## config.mk

```make
export PLATFORM = sky130hd
export DESIGN_NAME = dac_update_sequencer
export DESIGN_NICKNAME = d
export VERILOG_FILES = /design/src/rtl/dac_update_sequencer.sv
export SDC_FILE = /design/constraint.sdc
export NUM_CORES = 1
export LEC_CHECK = 0
export ABC_AREA = 1
export BUFFER_PORTS_ARGS = -buffer_cell sky130_fd_sc_hd__buf_2
export CORE_MARGIN = 4
export CORE_UTILIZATION = 30
export DETAILED_ROUTE_END_ITERATION = 16
export PLACE_DENSITY = 0.55
export SLEW_MARGIN = 40
export SYNTH_ARGS = -nofsm -noshare
export SYNTH_HDL_FRONTEND = slang
export SYNTH_SLANG_ARGS = --single-unit
```

## constraint.sdc

```tcl
create_clock -name clk50 -period 2.18 [get_ports clk50]
set_clock_uncertainty 0.05 [all_clocks]
set_input_delay 0.109 -clock clk50 [delete_from_list [all_inputs] [get_ports clk50]]
set_output_delay 0.109 -clock clk50 [all_outputs]
set_load 0.005 [all_outputs]
```

## src/rtl/dac_update_sequencer.sv

```systemverilog
// Ready-driven MSB/LSB byte sequencer between the DPLL loop filter and the SPI master.
// Define SLEW_LIMIT_EN to clamp each committed code to within SLEW_MAX of the previous one.
module dac_update_sequencer #(
   parameter logic [15:0] DAC_RESET  = 16'h8CCD,
   parameter logic [15:0] SLEW_MAX   = 16'd4096,
   parameter logic [7:0]  GAP_CYCLES = 8'd50,
   parameter logic [15:0] TIMEOUT    = 16'd1000
) (
   input  logic        clk50,
   input  logic        reset,
   input  logic [15:0] code_in,
   input  logic        code_valid,
   output logic        code_ready,
   output logic [7:0]  spi_tx_byte,
   output logic        spi_tx_dv,
   input  logic        spi_tx_ready,
   output logic [15:0] dac_code_out,
   output logic        busy,
   output logic [15:0] frame_count,
   output logic        err_overrun,
   output logic        err_timeout
);

   typedef enum logic [2:0] {
      StIdle, StLoad, StSendMsb, StWaitMsb, StSendLsb, StWaitLsb, StGap
   } state_e;

   state_e      state_q, state_d;
   logic        hold_full_q, hold_full_d;
   logic [15:0] hold_q, code_q, target_q, target_d, dac_q, frame_q, tmr_q, tmr_d;
   logic [7:0]  byte_q;
   logic        ovr_q, tmo_q;
   logic        in_idle, accept, hold_load, timed, tmo_hit, commit, tmo_event;

   if (GAP_CYCLES == 8'd0 || TIMEOUT < 16'd2 || SLEW_MAX == 16'd0) begin : g_param_check
      $error("dac_update_sequencer: GAP_CYCLES and SLEW_MAX must be nonzero, TIMEOUT >= 2");
   end

   assign in_idle    = (state_q == StIdle);
   // IDLE always drains the holding register, so a code offered then is never lost.
   assign code_ready = !hold_full_q || in_idle;
   assign accept     = code_valid && code_ready;
   // An idle, empty sequencer takes the code straight into LOAD without parking it.
   assign hold_load  = accept && !(in_idle && !hold_full_q);
   assign timed      = state_q inside {StSendMsb, StWaitMsb, StSendLsb, StWaitLsb};
   assign tmo_hit    = timed && (tmr_q >= TIMEOUT - 16'd1);

   always_comb begin
      hold_full_d = hold_full_q;
      if (hold_load) hold_full_d = 1'b1;
      else if (in_idle) hold_full_d = 1'b0;
   end

`ifdef SLEW_LIMIT_EN
   logic signed [16:0] diff;
   logic [16:0]        up_sum;

   always_comb begin
      diff   = $signed({1'b0, code_q}) - $signed({1'b0, dac_q});
      up_sum = {1'b0, dac_q} + {1'b0, SLEW_MAX};
      if (diff > $signed({1'b0, SLEW_MAX})) begin
         target_d = up_sum[16] ? 16'hFFFF : up_sum[15:0];
      end else if (diff < -$signed({1'b0, SLEW_MAX})) begin
         target_d = (dac_q < SLEW_MAX) ? 16'h0000 : dac_q - SLEW_MAX;
      end else begin
         target_d = code_q;
      end
   end
`else
   assign target_d = code_q;
`endif

   always_ff @(posedge clk50) begin
      if (reset) state_q <= StIdle;
      else state_q <= state_d;
   end

   always_comb begin
      state_d   = state_q;
      commit    = 1'b0;
      tmo_event = 1'b0;
      unique case (state_q)
         StIdle:    if (hold_full_q || code_valid) state_d = StLoad;
         StLoad:    state_d = StSendMsb;
         StSendMsb: begin
            if (spi_tx_ready) state_d = StWaitMsb;
            else if (tmo_hit) begin state_d = StGap; tmo_event = 1'b1; end
         end
         // The master's ready lags dv by a cycle, so the first WAIT cycle is not trusted.
         StWaitMsb: begin
            if (tmr_q != 16'd0 && spi_tx_ready) state_d = StSendLsb;
            else if (tmo_hit) begin state_d = StGap; tmo_event = 1'b1; end
         end
         StSendLsb: begin
            if (spi_tx_ready) state_d = StWaitLsb;
            else if (tmo_hit) begin state_d = StGap; tmo_event = 1'b1; end
         end
         StWaitLsb: begin
            if (tmr_q != 16'd0 && spi_tx_ready) begin state_d = StGap; commit = 1'b1; end
            else if (tmo_hit) begin state_d = StGap; tmo_event = 1'b1; end
         end
         StGap:     if (tmr_q == {8'd0, GAP_CYCLES} - 16'd1) state_d = StIdle;
         default:   state_d = StIdle;
      endcase
   end

   always_comb begin
      tmr_d = 16'd0;
      if (state_d == state_q && (timed || state_q == StGap)) tmr_d = tmr_q + 16'd1;
   end

   always_comb begin
      busy        = !in_idle;
      spi_tx_dv   = 1'b0;
      spi_tx_byte = byte_q;
      if (state_q == StSendMsb && spi_tx_ready) begin
         spi_tx_dv   = 1'b1;
         spi_tx_byte = target_q[15:8];
      end else if (state_q == StSendLsb && spi_tx_ready) begin
         spi_tx_dv   = 1'b1;
         spi_tx_byte = target_q[7:0];
      end
   end

   always_ff @(posedge clk50) begin
      if (reset) begin
         hold_full_q <= 1'b0;
         hold_q      <= 16'd0;
         code_q      <= 16'd0;
         target_q    <= 16'd0;
         dac_q       <= DAC_RESET;
         frame_q     <= 16'd0;
         tmr_q       <= 16'd0;
         byte_q      <= 8'd0;
         ovr_q       <= 1'b0;
         tmo_q       <= 1'b0;
      end else begin
         hold_full_q <= hold_full_d;
         if (hold_load) hold_q <= code_in;
         if (in_idle) code_q <= hold_full_q ? hold_q : code_in;
         if (state_q == StLoad) target_q <= target_d;
         if (commit) begin
            dac_q   <= target_q;
            frame_q <= frame_q + 16'd1;
         end
         tmr_q <= tmr_d;
         if (spi_tx_dv) byte_q <= spi_tx_byte;
         if (code_valid && !code_ready) ovr_q <= 1'b1;
         if (tmo_event) tmo_q <= 1'b1;
      end
   end

   assign dac_code_out = dac_q;
   assign frame_count  = frame_q;
   assign err_overrun  = ovr_q;
   assign err_timeout  = tmo_q;

endmodule

```

== Yosys cells after proc, flatten, opt, wreduce, memory -nomap -nowiden ==
Index checks and enable logic that the tools add are counted.

* Output and inout port bits: 45
* Bits in latches: 0
* Bits in registers: 110
* Memories kept: 0
* Memory bits (writable): 0
* Logic and storage cells: 67
* Bits in read-only memories: 0

* Eq/ne operators: 8
* Multiply operators: 0
* Shift-type cells: 0
* Order comparisons: 1
* Mux-type cells: 21
* Divide/modulo/power cells: 0
* $add $sub $neg: 2
* Reductions and logical operators: 23
* Bitwise logic cells: 1

{| class="wikitable"
|+ Operators with widths
! kind !! number
|-
| adder 16 x 1 -> 16 bit (second input constant) || 2
|-
| 2-to-1 mux 3 bit || 7
|-
| one-hot mux 3 bit (7 select lines) || 1
|-
| == test 16 x 6 -> 1 bit (second input constant) || 1
|-
| greater-or-equal comparator 16 x 10 -> 1 bit (second input constant) || 1
|-
| 2-to-1 mux 16 bit || 1
|-
| 2-to-1 mux 8 bit || 2
|-
| nonzero test 16 bit || 1
|-
| == test 3 bit (second input constant) || 3
|-
| logical AND 1 bit || 9
|-
| 2-to-1 mux 1 bit || 9
|-
| == test 3 x 2 -> 1 bit (second input constant) || 2
|-
| OR reduction 2 bit || 3
|-
| logical NOT 1 bit || 4
|-
| nonzero test 4 bit || 1
|-
| == test 3 x 1 -> 1 bit (second input constant) || 1
|-
| == test 3 bit || 1
|-
| logical NOT 3 bit || 1
|-
| logical OR 1 bit || 3
|-
| one-hot mux 1 bit (2 select lines) || 1
|-
| nonzero test 2 bit || 1
|-
| inverter 1 bit || 1
|}

== Depth between registers and ports, before layout ==
Gate-level depths: netlist of the first run.

* Depth after elaboration: 10
* Mapped depth: 14
* Mapped depth without buffers: 13

== Worst setup path after synthesis of the first run ==
No wires, ideal clock.

* Kind: flip-flop to flip-flop
* From: reg tmr_q[0]
* To: reg tmr_q[0]
* Arrival: 1,510 ps
* Slack: 500 ps
* Data required time: 2,010 ps
* Library setup time: 120 ps
* Path buffers: 1
* Stages on the path, launching flop included: 14
* Path through: dfxtp_1 > inv_1 > ha_1 > nand2_1 > nor2_1 > nand2_1 > nand2_1 > nand2_1 > nand2_1 > nand2_1 > nand3_1 > nand3_4 > buf_6 > nor3_2

* Cells in the longest elaborated chain, start to end: 9

{| class="wikitable"
|+ RTL lines
! element !! RTL line !! source
|-
| start: declaration || 30 || <nowiki>logic [15:0] hold_q, code_q, target_q, target_d, dac_q, frame_q, tmr_q, tmr_d;</nowiki>
|-
| start signal: assignment || 146 || <nowiki>tmr_q <= tmr_d;</nowiki>
|-
| greater-or-equal comparator 16 x 10 -> 1 bit || 46 || <nowiki>assign tmo_hit = timed && (tmr_q >= TIMEOUT - 16'd1);</nowiki>
|-
| logical AND 1 bit || 46 ||
|-
| 2-to-1 mux 3 bit || - ||
|-
| 2-to-1 mux 3 bit, on equally long branches || - ||
|-
| one-hot mux 3 bit (7 select lines) || 82 || <nowiki>unique case (state_q)</nowiki>
|-
| == test 3 bit || 109 || <nowiki>if (state_d == state_q && (timed || state_q == StGap)) tmr_d = tmr_q + 16'd1;</nowiki>
|-
| logical AND 1 bit || 109 ||
|-
| inverter 1 bit (no line) || - ||
|-
| OR reduction 2 bit (no line) || - ||
|}

Parallel ways exist; a longest one is shown, timed or not.
A chain may end at the register's enable or synchronous reset.

== Worst setup path in the final report of the first run ==
* From: reg state_q[2]
* To: out spi_tx_byte[6]

* Cells in the longest elaborated chain, start to end: 4

{| class="wikitable"
|+ RTL lines
! element !! RTL line !! source
|-
| start: declaration || 28 || <nowiki>state_e state_q, state_d;</nowiki>
|-
| start signal: assignment || 74 || <nowiki>if (reset) state_q <= StIdle;</nowiki>
|-
| start signal: assignment || 75 || <nowiki>else state_q <= state_d;</nowiki>
|-
| == test 3 bit || 119 || <nowiki>end else if (state_q == StSendLsb && spi_tx_ready) begin</nowiki>
|-
| logical AND 1 bit || 119 ||
|-
| 2-to-1 mux 8 bit || 119 ||
|-
| 2-to-1 mux 8 bit (*) || 116 || <nowiki>if (state_q == StSendMsb && spi_tx_ready) begin</nowiki>
|-
| end: declaration || 14 || <nowiki>output logic [7:0] spi_tx_byte,</nowiki>
|}

Every way passes the cells marked *; elsewhere a longest branch is shown, timed or not.

==> results by stage, run 1 <==
Outcome:
- The run finished with clean final reports.

Timing:
- Setup violations remaining at the end of the flow were counted as 0.
- The fraction of the cycle the final worst path needs is 90.3%.
- Measured against its own limit, the worst slew margin works out to 64.2%.
- The transition time at the pin with the least slew margin is 0.536 ns.
- Static timing analysis puts the maximum clock frequency at 508 MHz.
- Setup repair after global routing could not meet its margin everywhere.
- The worst-case hold slack is 0.117 ns.
- The max-slew violation count is 0.
- The number of endpoints with negative hold slack in the final report came to 0.
- The worst path in the final design needs a cycle of 1.97 ns, including I/O delays and setup.

Global routing:
- The remaining global-route overflow is 0.
- The number of antenna violations at the first check in global routing is 0.
- The via count of the first global-routing pass is 3989.
- Global routing consumed, over all layers together, 13.1% of the routing resources.
- The first global-routing pass estimated 19.6 mm of wire.
- The maximum number of pins on one net before global-route repair is 73.

Clock tree:
- The number of clock buffers inserted by TritonCTS is 9.
- The post-CTS clock slew at the launch and capture registers of the worst setup and hold paths is 0.07 ns.
- CTS built an H-tree with a depth of 3.
- The cell sitting at the root of the clock tree is a sky130_fd_sc_hd__clkbuf_16.
- The maximum number of buffers from clock root to sink is 2.
- After clock tree synthesis, the setup repair step added 0 buffers.
- The clock reaches the later pin of the worst-skew pair after 0.35 ns.
- The tree built by TritonCTS fans out to 110 sinks.
- TritonCTS built the clock tree.

Critical path:
- The category of the most critical setup path is flip-flop to output port.
- The worst setup path is captured at an output port.
- The top fanout value on the critical path is 10.
- In this run the register-to-register setup slack is 0.24 ns.
- STA puts the critical path data required time at 2.02 ns.
- The data arrival time of the critical path is 1.81 ns.
- The kind of start point of the critical path is a flip-flop.

Cells and area:
- The number of antenna diodes in the final layout is 0.
- The area added between synthesis and finish is 21.5%.
- Of the cells placed in the final design, the portion with a size suffix greater than 1 is 18.0%.
- Counting the fill cells in the layout gives 1727.
- The post-layout net count is 743.

Pwr:
- The maximum ir drop on the vdd rail is 0.473 mV.
- The design draws 4.49 mW.
- Power spread over the standard cell area amounts to 762 nW/um^2.
- The leakage dissipation is 2.58 nW.

Synth:
- The register area share after synthesis is 45.4%.
- The adder and majority cell fraction of the synthesized area is 1.03%.
- The number of nets produced by synthesis is 672.
- The register bit total from synthesis is 110.
- The average size of a mapped cell is 7.49 sq um.
- Summing the areas of all compound-gate instances in the mapped netlist gives 16.1% of the synthesized area.
- The parity-gate share of the synthesized area counting xor and xnor cells is 3.07%.
- The number of different library cells used by synthesis comes to 39.
- The portion of netlist area occupied by mux cells is 0%.
- Of all flip-flops after synthesis, the portion carrying an async set or reset was 0%.
- In this run, synthesis inferred 0 flip-flops with an integrated enable.
- The dominant combinational cell family by area after synthesis is simple AND/OR/NAND/NOR gates.
- The synthesized netlist occupies a cell area of 4850 sq um.
- After Yosys synthesis, and, or, nand and nor cells account for 25.0% of the synthesized area.
- The count of yosys warnings during synthesis is 0.
- The prevailing post-synth register cell is sky130_fd_sc_hd__dfxtp_1.
- The count of mapped cells out of synthesis is 648.

Die:
- The die outline height is 135 um.
- The boundary pin count is 65.
- The floorplan step defined a die boundary enclosing 18300 sq um.
- The total area inside the core boundary comes to 15900 sq um.
- From left edge to right edge, the die measures 135 um.
- In this run the core area contains 46 standard-cell rows.
- Once the floorplan was initialized, standard cells occupied 30.5% of the core.

Min path:
- The type of the most critical hold path is input pin to flip-flop.

Placed design:
- The number of I/O port buffers is 64.
- The placer's final routability congestion estimate is 0.800.
- The HPWL after detailed placement is 8.05 mm.

Drt:
- The detailed router finished its first iteration with 221 violations.
- The vias per cell is 4.50.
- For this block, the routed nets add up to 11.8 mm of wire.
- The first detailed-routing pass took 4 iterations.
- After detailed routing, the number of remaining DRC violations is 0.
- Once detail routing completed, the nets flagged for antenna violations numbered 0.
- In the final routed layout, each cell accounts on average for 12.5 um.
- The via count is 4226.

Run:
- The number of max-cap violations is 0.
-- cells in the mapped netlist (5+ instances only) --
cell | number | area, sq um
sky130_fd_sc_hd__a21oi_1 | 42 | 210
sky130_fd_sc_hd__a31oi_1 | 17 | 106
sky130_fd_sc_hd__clkbuf_1 | 20 | 75.1
sky130_fd_sc_hd__dfxtp_1 | 110 | 2200
sky130_fd_sc_hd__inv_1 | 72 | 270
sky130_fd_sc_hd__inv_2 | 5 | 18.8
sky130_fd_sc_hd__nand2_1 | 106 | 398
sky130_fd_sc_hd__nand3_1 | 15 | 75.1
sky130_fd_sc_hd__nand4_1 | 8 | 50.1
sky130_fd_sc_hd__nor2_1 | 91 | 342
sky130_fd_sc_hd__nor3_1 | 16 | 80.1
sky130_fd_sc_hd__nor3_2 | 11 | 110
sky130_fd_sc_hd__o211ai_1 | 8 | 60.1
sky130_fd_sc_hd__o21ai_0 | 65 | 325
sky130_fd_sc_hd__xnor2_1 | 8 | 70.1
sky130_fd_sc_hd__xor2_1 | 9 | 78.8
-- final timing paths --
check	start	cells past startpoint	to
hold reg to reg	err_overrun	2	err_overrun
hold / removal	code_valid	3	err_overrun
setup reg to reg	tmr_q[0]	12	tmr_q[9]
setup / recovery	state_q[2]	11	spi_tx_byte[6]
-- repair_timing --
action | 4_1_cts | 5_1_grt
endpoints found under the hold margin | 32 | 0
hold buffers | 16 | 0
endpoints found under the setup margin | 0 | 15
resized for setup | 0 | 9
-- where the power goes --
part,internal (mW),total [mW],switching (mW)
sequential,2.16,2.24,0.0756
clock,0.804,1.61,0.802
combinational,0.226,0.643,0.417
total,3.19,4.49,1.29
-- final cells by class --
| cell class | instances | area, sq um | area share (%) |
|---|---|---|---|
| flip-flops and latches | 110 | 2200 | 37.4 |
| multi-input cells | 427 | 2240 | 38.0 |
| inverters | 80 | 303 | 5.14 |
| clock buffers | 9 | 225 | 3.82 |
| repair buffers | 91 | 588 | 9.98 |
| well taps | 216 | 270 | 4.59 |
| clock inverters | 7 | 67.6 | 1.15 |
-- stage by stage --
step / worst slack, ns / TNS, ns / utilization, % / area (sq um) / cells
after floorplan: 0.500 / 0 / - / 4850 / 648
final: 0.212 / 0 / 37.1 / 5890 / 940
after global routing: -0.0366 / -0.108 / 37.1 / 5890 / 940
after global placement: 0.254 / 0 / 34.0 / 5400 / 908
after detailed placement: 0.235 / 0 / 34.0 / 5400 / 908
after CTS: 0.0267 / 0 / 36.8 / 5850 / 940
-- state kept, by name, summed over array words and instances, names as in the netlist, 3 cells and up --
| signal | count |
|---|---|
| dac_code_out | 16 |
| state_q | 3 |
| frame_count | 16 |
| hold_q | 16 |
| byte_q | 8 |
| tmr_q | 16 |
| code_q | 16 |
| target_q | 16 |
-- metal layers --
layer  track usage, %  vias to the layer above  wire length [um]
li1                 -                     2250                 -
met1             17.6                     1878              5710
met2             21.0                       82              5360
met3             3.53                       16               521
met4             3.47                        0               198
met5                0                        -                 0
-- worst max-delay path, stage by stage (launching register included) --
cell and delay, ns:
sky130_fd_sc_hd__dfxtp_1 0.40, sky130_fd_sc_hd__inv_2 0.14, sky130_fd_sc_hd__nand3_2 0.09, sky130_fd_sc_hd__inv_2 0.11, sky130_fd_sc_hd__nand2_4 0.11, sky130_fd_sc_hd__nand2_4 0.10
sky130_fd_sc_hd__inv_4 0.06, sky130_fd_sc_hd__nand2_1 0.07, sky130_fd_sc_hd__inv_1 0.05, sky130_fd_sc_hd__nor3_2 0.16, sky130_fd_sc_hd__inv_1 0.06, sky130_fd_sc_hd__buf_2 0.12
-- logic make-up (layout without fill, tap and decap cells) --
kind of cell               after synthesis  count (layout)
and+or+nand+nor                        264             264
AOI/OAI and AO/OA                      142             142
buffers and inverters                  111             187
DFF                                    110             110
xor gates and xnor gates                17              17
adders and majority gates                4               4
-- placed cells by master (no fill, tap or decap), types with 4 or more instances in the layout --
cell                            count
sky130_fd_sc_hd__xor2_1             9
sky130_fd_sc_hd__inv_2              5
sky130_fd_sc_hd__a31oi_1           17
sky130_fd_sc_hd__o211ai_1           8
sky130_fd_sc_hd__o21ai_0           65
sky130_fd_sc_hd__buf_4              9
sky130_fd_sc_hd__xnor2_1            8
sky130_fd_sc_hd__nor3_1             7
sky130_fd_sc_hd__a21oi_1           42
sky130_fd_sc_hd__dfxtp_1          110
sky130_fd_sc_hd__nor3_2            20
sky130_fd_sc_hd__nand2_1          106
sky130_fd_sc_hd__buf_2             64
sky130_fd_sc_hd__dlygate4sd3_1     16
sky130_fd_sc_hd__inv_1             72
sky130_fd_sc_hd__nand4_1            8
sky130_fd_sc_hd__nor2_1            91
sky130_fd_sc_hd__ha_1               4
sky130_fd_sc_hd__nand3_1           15
sky130_fd_sc_hd__clkbuf_16          9
No activity file was read; power rests on OpenSTA's default activity.
==> inputs of run 2 (changes only) <==
Settings changed: CORE_ASPECT_RATIO set to 1.25, CTS_CLUSTER_SIZE set to 28.
==> run 2 against run 1 <==
Compared with the run above:
- the run now ends with negative hold slack left
- sequential share of layout area unchanged
- design area unchanged
- wire length decreased by 1.8%
- clock power increased by 9.9%
- combinational power decreased by 0.9%
- sequential power about the same
- final cell count decreased by 0.64%
- largest power group unchanged
==> results by stage, run 2 (same netlist as run 1, synthesis figures left out) <==
Outcome:
- The run finished, with violations left.
- The checks that failed: negative hold slack.

Drt:
- In the routed design, unresolved DRC markers number 0.
- The routed layout has 4158 vias.
- The final antenna-violating net count is 0.
- For this block, the routed nets add up to 11.6 mm of wire.
- After detailed routing, the number of vias per cell comes to 4.45.
- The first-pass iteration count of the detailed router is 4.
- Dividing the detail-routed wire length by the instance count gives 12.4 um.
- The initial DRC count is 237.

Clock tree:
- The tree is rooted in a sky130_fd_sc_hd__clkbuf_16.
- The number of clock buffers inserted by TritonCTS is 9.
- The longest clock path from root to sink contains 2 buffers.
- TritonCTS built the clock tree.
- The number of clock sinks is 110.
- The latest clock arrival within the worst-skew pair is 0.35 ns.
- The number of H-tree levels is 3.
- The post-CTS clock slew at the launch and capture registers of the worst setup and hold paths is 0.08 ns.

Timing:
- At the pin with the least slew margin, the transition time is 0.516 ns.
- Setup violations remaining at the end of the flow were counted as 0.
- The max-slew violation count was 0.
- The headroom to the max-slew limit is 65.6%.
- The maximum clock frequency is 498 MHz.
- The setup TNS is 0 ns.
- The fraction of the cycle the final worst path needs is 92.1%.
- The number of endpoints with negative hold slack in the final report is 1.
- The setup slack after layout is 0.172 ns.
- Setup repair after global routing left no endpoint under its margin.
- The final critical-path required period is 2.01 ns.
- Hold timing on the final database bottoms out at a slack of -0.000699 ns.

Min path:
- Counting instances, the worst hold path has a depth of 3.
- The worst hold path startpoint is code_valid.
- The path with the worst hold slack has its endpoint at err_overrun.
- The worst hold path belongs to the class input pin to flip-flop.

Critical path:
- The largest stage delay on the critical path is 0.38 ns.
- The startpoint identified for the worst register-to-register timing path is tmr_q[0].
- The category of the most critical setup path is flip-flop to output port.
- STA classifies the critical path endpoint as an output port.
- The kind of start point of the critical path is a flip-flop.
- The slowest library cell on the worst path is sky130_fd_sc_hd__dfxtp_1.
- The register-to-register path setup slack is 0.23 ns.
- The worst reg2reg path endpoint is tmr_q[5].
- At the worst endpoint, the required time is 2.02 ns.
- Of all nets on the critical path, the largest fanout is 10.
- Walking the worst path, the cells encountered are nor2_1 -> nand2_1 -> nor2_1 -> inv_2 -> nand2_4 -> inv_4 -> nand2_1 -> inv_1 -> nor3_2 -> inv_1 -> buf_2.
- The worst reg-to-reg path cell count is 12.
- The data arrival time of the critical path is 1.85 ns.

Pwr:
- The maximum ir drop on the vdd rail is 0.346 mV.
- In this run the power density over the cells is 787 nW/um^2.
- For this design the static power due to leakage is 2.57 nW.
- The final total power is 4.64 mW.

Global routing:
- The via count of the first global-routing pass is 3869.
- The remaining global-route overflow is 0.
- The global-route wire length before repair is 19.1 mm.
- Global routing consumed, over all layers together, 13.0% of the routing resources.
- Entering global routing, the biggest net connects 72 pins.
- The number of antenna violations at the first check in global routing is 0.

Die:
- The core region is 15700 sq um.
- The die covers 18300 sq um.
- In this run the vertical extent of the chip is 150 um.
- The number of placement rows is 51.
- In this run the horizontal extent of the chip is 122 um.
- For this configuration, the core starts out at a cell density of 30.9%.
- In this run the count of I/O pins placed on the die edge is 65.

Cells and area:
- The number of inserted diodes is 0.
- The filler cells instantiated in the layout total 1716.
- The ratio of cells with drive above 1 in the final layout is 17.7%.
- Summing all multi-input logic gate instances after layout gives 2240 sq um.
- The area growth from synthesis to layout is 21.5%.
- The post-layout net count is 741.
- The area used by sequential logic in the layout is 2200 sq um.
- The library cell used most frequently in the layout, excluding fill and tap cells, is sky130_fd_sc_hd__dfxtp_1.
- Leaving out fill and tap cells, the most frequent cells in the layout are sky130_fd_sc_hd__dfxtp_1 (110), sky130_fd_sc_hd__nand2_1 (106), sky130_fd_sc_hd__nor2_1 (91), sky130_fd_sc_hd__inv_1 (72), sky130_fd_sc_hd__o21ai_0 (65).
- The core utilization of the finished layout is 37.5%.

Run:
- Across the run, the number of max-cap violations was 0.

Placed design:
- Detailed placement ended at an HPWL of 8.29 mm.
- The congestion estimate from routability-driven global placement came to 0.860.
- During placement, the flow inserted port buffers numbering 64.
- The worst setup timing slack at the placement stage is 0.221 ns.
[run 2: metal layers]
metal / track usage, % / wire, um / vias up
met5: 0 / 0 / -
met1: 16.8 / 5470 / 1834
met3: 1.88 / 336 / 11
met4: 5.10 / 207 / 0
li1: - / - / 2247
met2: 21.8 / 5560 / 66
[run 2: worst max path at each step]
stage / from / endpoint / slack [ns] / cells past startpoint
4_1_cts: state_q[0] / spi_tx_byte[1] / 0.04 / 11
3_5_place_dp: tmr_q[0] / tmr_q[5] / 0.22 / 12
6_report: state_q[0] / spi_tx_byte[0] / 0.17 / 11
2_1_floorplan: tmr_q[0] / tmr_q[0] / 0.50 / 13
3_3_place_gp: tmr_q[0] / tmr_q[4] / 0.27 / 12
5_1_grt: tmr_q[0] / tmr_q[5] / 0.01 / 12
[run 2: through the flow]
stage,instances,area (sq um)
3_3_place_gp,902,5360
3_5_place_dp,902,5360
2_1_floorplan,648,4850
6_report,934,5890
5_1_grt,934,5890
4_1_cts,934,5850
[run 2: what timing repair did]
item | in CTS | in global routing
hold buffers | 16 | 0
setup endpoints to repair | 0 | 9
resized for setup | 0 | 9
buffers inserted | 0 | 0
endpoints found under the hold margin | 31 | 0
[run 2: area by class of cell]
cell class | count | area share, %
clock inverters | 7 | 1.70
well taps | 212 | 4.50
flip-flops and latches | 110 | 37.4
multi-input cells | 427 | 38.0
inverters | 80 | 5.14
repair buffers | 89 | 9.51
clock buffers | 9 | 3.82
[run 2: critical path, delay by kind of cell (launching register included)]
kind,cells,cell delay (ns)
buffers and inverters,5,0.44
flip-flops,1,0.38
AND/OR/NAND/NOR,6,0.68
[run 2: where the power goes]
part	internal, mW	switching (mW)
logic	0.213	0.424
clock network	0.931	0.841
registers	2.16	0.0655
total	3.31	1.33
==> inputs of run 3 (changes only) <==
Settings changed: BUFFER_PORTS_ARGS -buffer_cell sky130_fd_sc_hd__buf_2 to unset, DONT_BUFFER_PORTS set to 1, PLACE_DENSITY 0.55 to 0.52.
==> run 3 against run 2 <==
Compared with the run above:
- combinational power shrank 4.4%
- setup slack gained 0.014 ns
- total power shrank 5.4%
- critical path depth shrank 1
- utilization shrank 2.3 points
- flip-flop and latch count is the same
- via count shrank 2.0%
- highest routed layer unchanged
- register-to-register slack lost 0.02 ns
- the flow now finishes without violations
- first-iteration DRC count shrank 4.2%
- wire length grew 1.3%
==> results by stage, run 3 (same netlist as run 1, synthesis figures left out) <==
Timing:
- The headroom to the max-slew limit is 63.7%.
- The final critical-path required period is 1.99 ns.
- The final critical path takes up 91.5% of the cycle.
- Setup total negative slack on the finished layout was measured at 0 ns.
- The max-slew violation count is 0.
- The transition time at the pin with the least slew margin is 0.545 ns.
- Derived from the worst setup path, the maximum achievable clock frequency is 502 MHz.
- The setup slack after layout is 0.186 ns.
- Setup repair after global routing left no endpoint under its margin.
- Setup violations remaining at the end of the flow were counted as 0.
- The number of endpoints with negative hold slack in the final report came to 0.

Cells and area:
- The area used by multi-input combinational logic is 2230 sq um.
- The top cell types in the final layout, fill and taps aside, are sky130_fd_sc_hd__dfxtp_1 (109), sky130_fd_sc_hd__nand2_1 (106), sky130_fd_sc_hd__nor2_1 (90), sky130_fd_sc_hd__inv_1 (72), sky130_fd_sc_hd__o21ai_0 (65).
- Leaving out fill and tap cells, the most frequent cell in the layout is sky130_fd_sc_hd__dfxtp_1.
- Counting the fill cells in the layout gives 1683.
- The post-layout net count is 680.
- The number of inserted diodes is 0.
- The count of non-filler cells in the finished layout is 872.
- The sequential cells in the finished layout cover a total of 2200 sq um.
- The area added between synthesis and finish is 13.9%.
- Cells with a size suffix above 1 make up 9.70% of the layout.
- Once layout is complete, the utilization of the core stands at 35.2%.
- The finished layout cell area is 5530 sq um.

Die:
- The die area is 18300 sq um.
- The initial cell density of the core is 30.9%.
- The boundary pin count is 65.
- The core region is 15700 sq um.
- After floorplanning, the core was divided into 51 placement rows.
- The horizontal die dimension is 122 um.
- The die outline height is 150 um.

Drt:
- The final antenna-violating net count is 0.
- The count of unresolved DRC violations after routing is 0.
- For this run, the detailed router's first-pass iteration total came to 5.
- The detailed router placed 4075 vias in this run.
- After detailed routing, the average wire length per cell comes to 13.5 um.
- The vias per cell is 4.67.
- Summed over all layers, the routed wires come to 11.7 mm.
- In this run, the number of DRC markers left after iteration 0 of detailed routing was 227.

Min path:
- Counting instances, the worst hold path has a depth of 2.
- The type of the most critical hold path is input pin to flip-flop.

Critical path:
- Along the worst path, the maximum fanout reaches 10.
- STA classifies the critical path endpoint as an output port.
- The critical path goes through inv_2 -> nand3_2 -> inv_2 -> nand2_4 -> nand2_4 -> inv_4 -> nand2_1 -> inv_1 -> nor3_1 -> inv_1.
- The critical path depth is 10.
- The kind of start point of the critical path is a flip-flop.
- The largest individual stage delay along the critical path comes from the cell sky130_fd_sc_hd__dfxtp_1.
- The buffer and inverter count on the worst path is 5.
- The worst endpoint required time is 2.02 ns.
- The largest stage delay on the critical path is 0.39 ns.
- In this design, the largest share of critical-path delay is due to simple AND/OR/NAND/NOR gates.
- The number of cells on the worst reg-to-reg path is 10.
- The data arrival time of the critical path is 1.83 ns.
- The setup path with the least slack is of type flip-flop to output port.

Global routing:
- The via count of the first global-routing pass is 3743.
- Entering global routing, the biggest net connects 65 pins.
- The number of antenna violations at the first check in global routing was 0.
- The remaining global-route overflow is 0.
- In the global route stage, overall resource usage came out at 13.2%.
- The first global-routing pass estimated 19.3 mm of wire.

Pwr:
- For this design the ratio of total power to cell area is 794 nW/um^2.
- The maximum ir drop on the vdd rail is 0.366 mV.
- The leakage dissipation is 2.26 nW.

Run:
- The number of max-cap violations is 0.

Placed design:
- The placer's final routability congestion estimate is 0.868.
- The HPWL after detailed placement is 8.38 mm.
- The cell total after placement is 838.
- The cell area reported after detailed placement is 5030 sq um.
- At the placement stage, the worst setup path has a slack of 0.192 ns.
- Port buffering added 0 buffers.

Clock tree:
- Clock-pin slew was measured on the worst setup and hold paths at 0.07 ns.
- The number of H-tree levels is 3.
- The number of clock sinks is 110.
- Clock tree synthesis selected as its root buffer the cell sky130_fd_sc_hd__clkbuf_16.
- The longest clock path from root to sink contains 2 buffers.
- The number of post-CTS setup repair buffers is 0.
- Buffers inserted during clock tree synthesis total 9.
- TritonCTS built the clock tree.
- The latest clock arrival within the worst-skew pair is 0.35 ns.

Outcome:
- The flow ran to the end, and the final reports show no timing, DRC or antenna violations.
-- run 3: cell types whose count changed in the layout (fill, tap and decap cells not counted), sizes merged --
cell / previous run / this run
dlygate4sd3: 16 / 18
buf: 73 / 10
inv: 81 / 80
bufinv: 1 / 0
clkinvlp: 0 / 1
-- run 3: repair_timing --
action                     in CTS  in global routing
setup endpoints to repair       0                  9
hold buffers                   19                  0
hold endpoints to repair       55                  0
gates resized for setup         0                  9
-- run 3: report_power, final --
| group | internal, mW | switching (mW) |
|---|---|---|
| sequential | 2.16 | 0.0695 |
| clock | 0.780 | 0.765 |
| combinational | 0.192 | 0.417 |
| total | 3.14 | 1.25 |
-- run 3: path summary, 6_finish.rpt --
check,startpoint,to,slack (ns)
worst min-delay path,code_valid,state_q[0],0.02
worst max-delay path,state_q[2],spi_tx_byte[6],0.19
worst min register to register,tmr_q[0],tmr_q[0],0.42
worst max register to register,state_q[2],tmr_q[2],0.21
-- run 3: final cells by class --
| cell class | count | area share (%) |
|---|---|---|
| sequential | 110 | 39.9 |
| inverter | 80 | 5.48 |
| multi-input combinational | 427 | 40.4 |
| timing repair buffer | 28 | 4.57 |
| clock buffer | 9 | 4.08 |
| tap | 212 | 4.80 |
| clock inverter | 6 | 0.838 |
-- run 3: worst register-to-register path, stage by stage (launching register included) --
cell,delay (ns)
sky130_fd_sc_hd__dfxtp_1,0.49
sky130_fd_sc_hd__inv_2,0.11
sky130_fd_sc_hd__nand3_2,0.10
sky130_fd_sc_hd__inv_2,0.07
sky130_fd_sc_hd__nand2_4,0.12
sky130_fd_sc_hd__nand2_4,0.09
sky130_fd_sc_hd__inv_4,0.10
sky130_fd_sc_hd__nand2_1,0.07
sky130_fd_sc_hd__o21ai_2,0.13
sky130_fd_sc_hd__nand2_2,0.28
sky130_fd_sc_hd__nor3_2,0.28
-- run 3: per-stage QoR --
stage	hold slack, ns	power [mW]
finish	0.0177	4.39
global route	0.0446	4.63
CTS	0.00193	4.45
detailed placement	0.141	2.86
global placement	0.139	2.84
floorplan	0.202	2.73
-- run 3: per-layer routing --
metal  up-vias  part of all wire, %  track usage, %  wire [um]
met3        10                  6.8            3.91        794
met1      1843                   45            17.1       5240
li1       2124                    -               -          -
met2        98                   47            20.9       5540
met5         -                    0               0          0
met4         0                  1.3            4.88        148
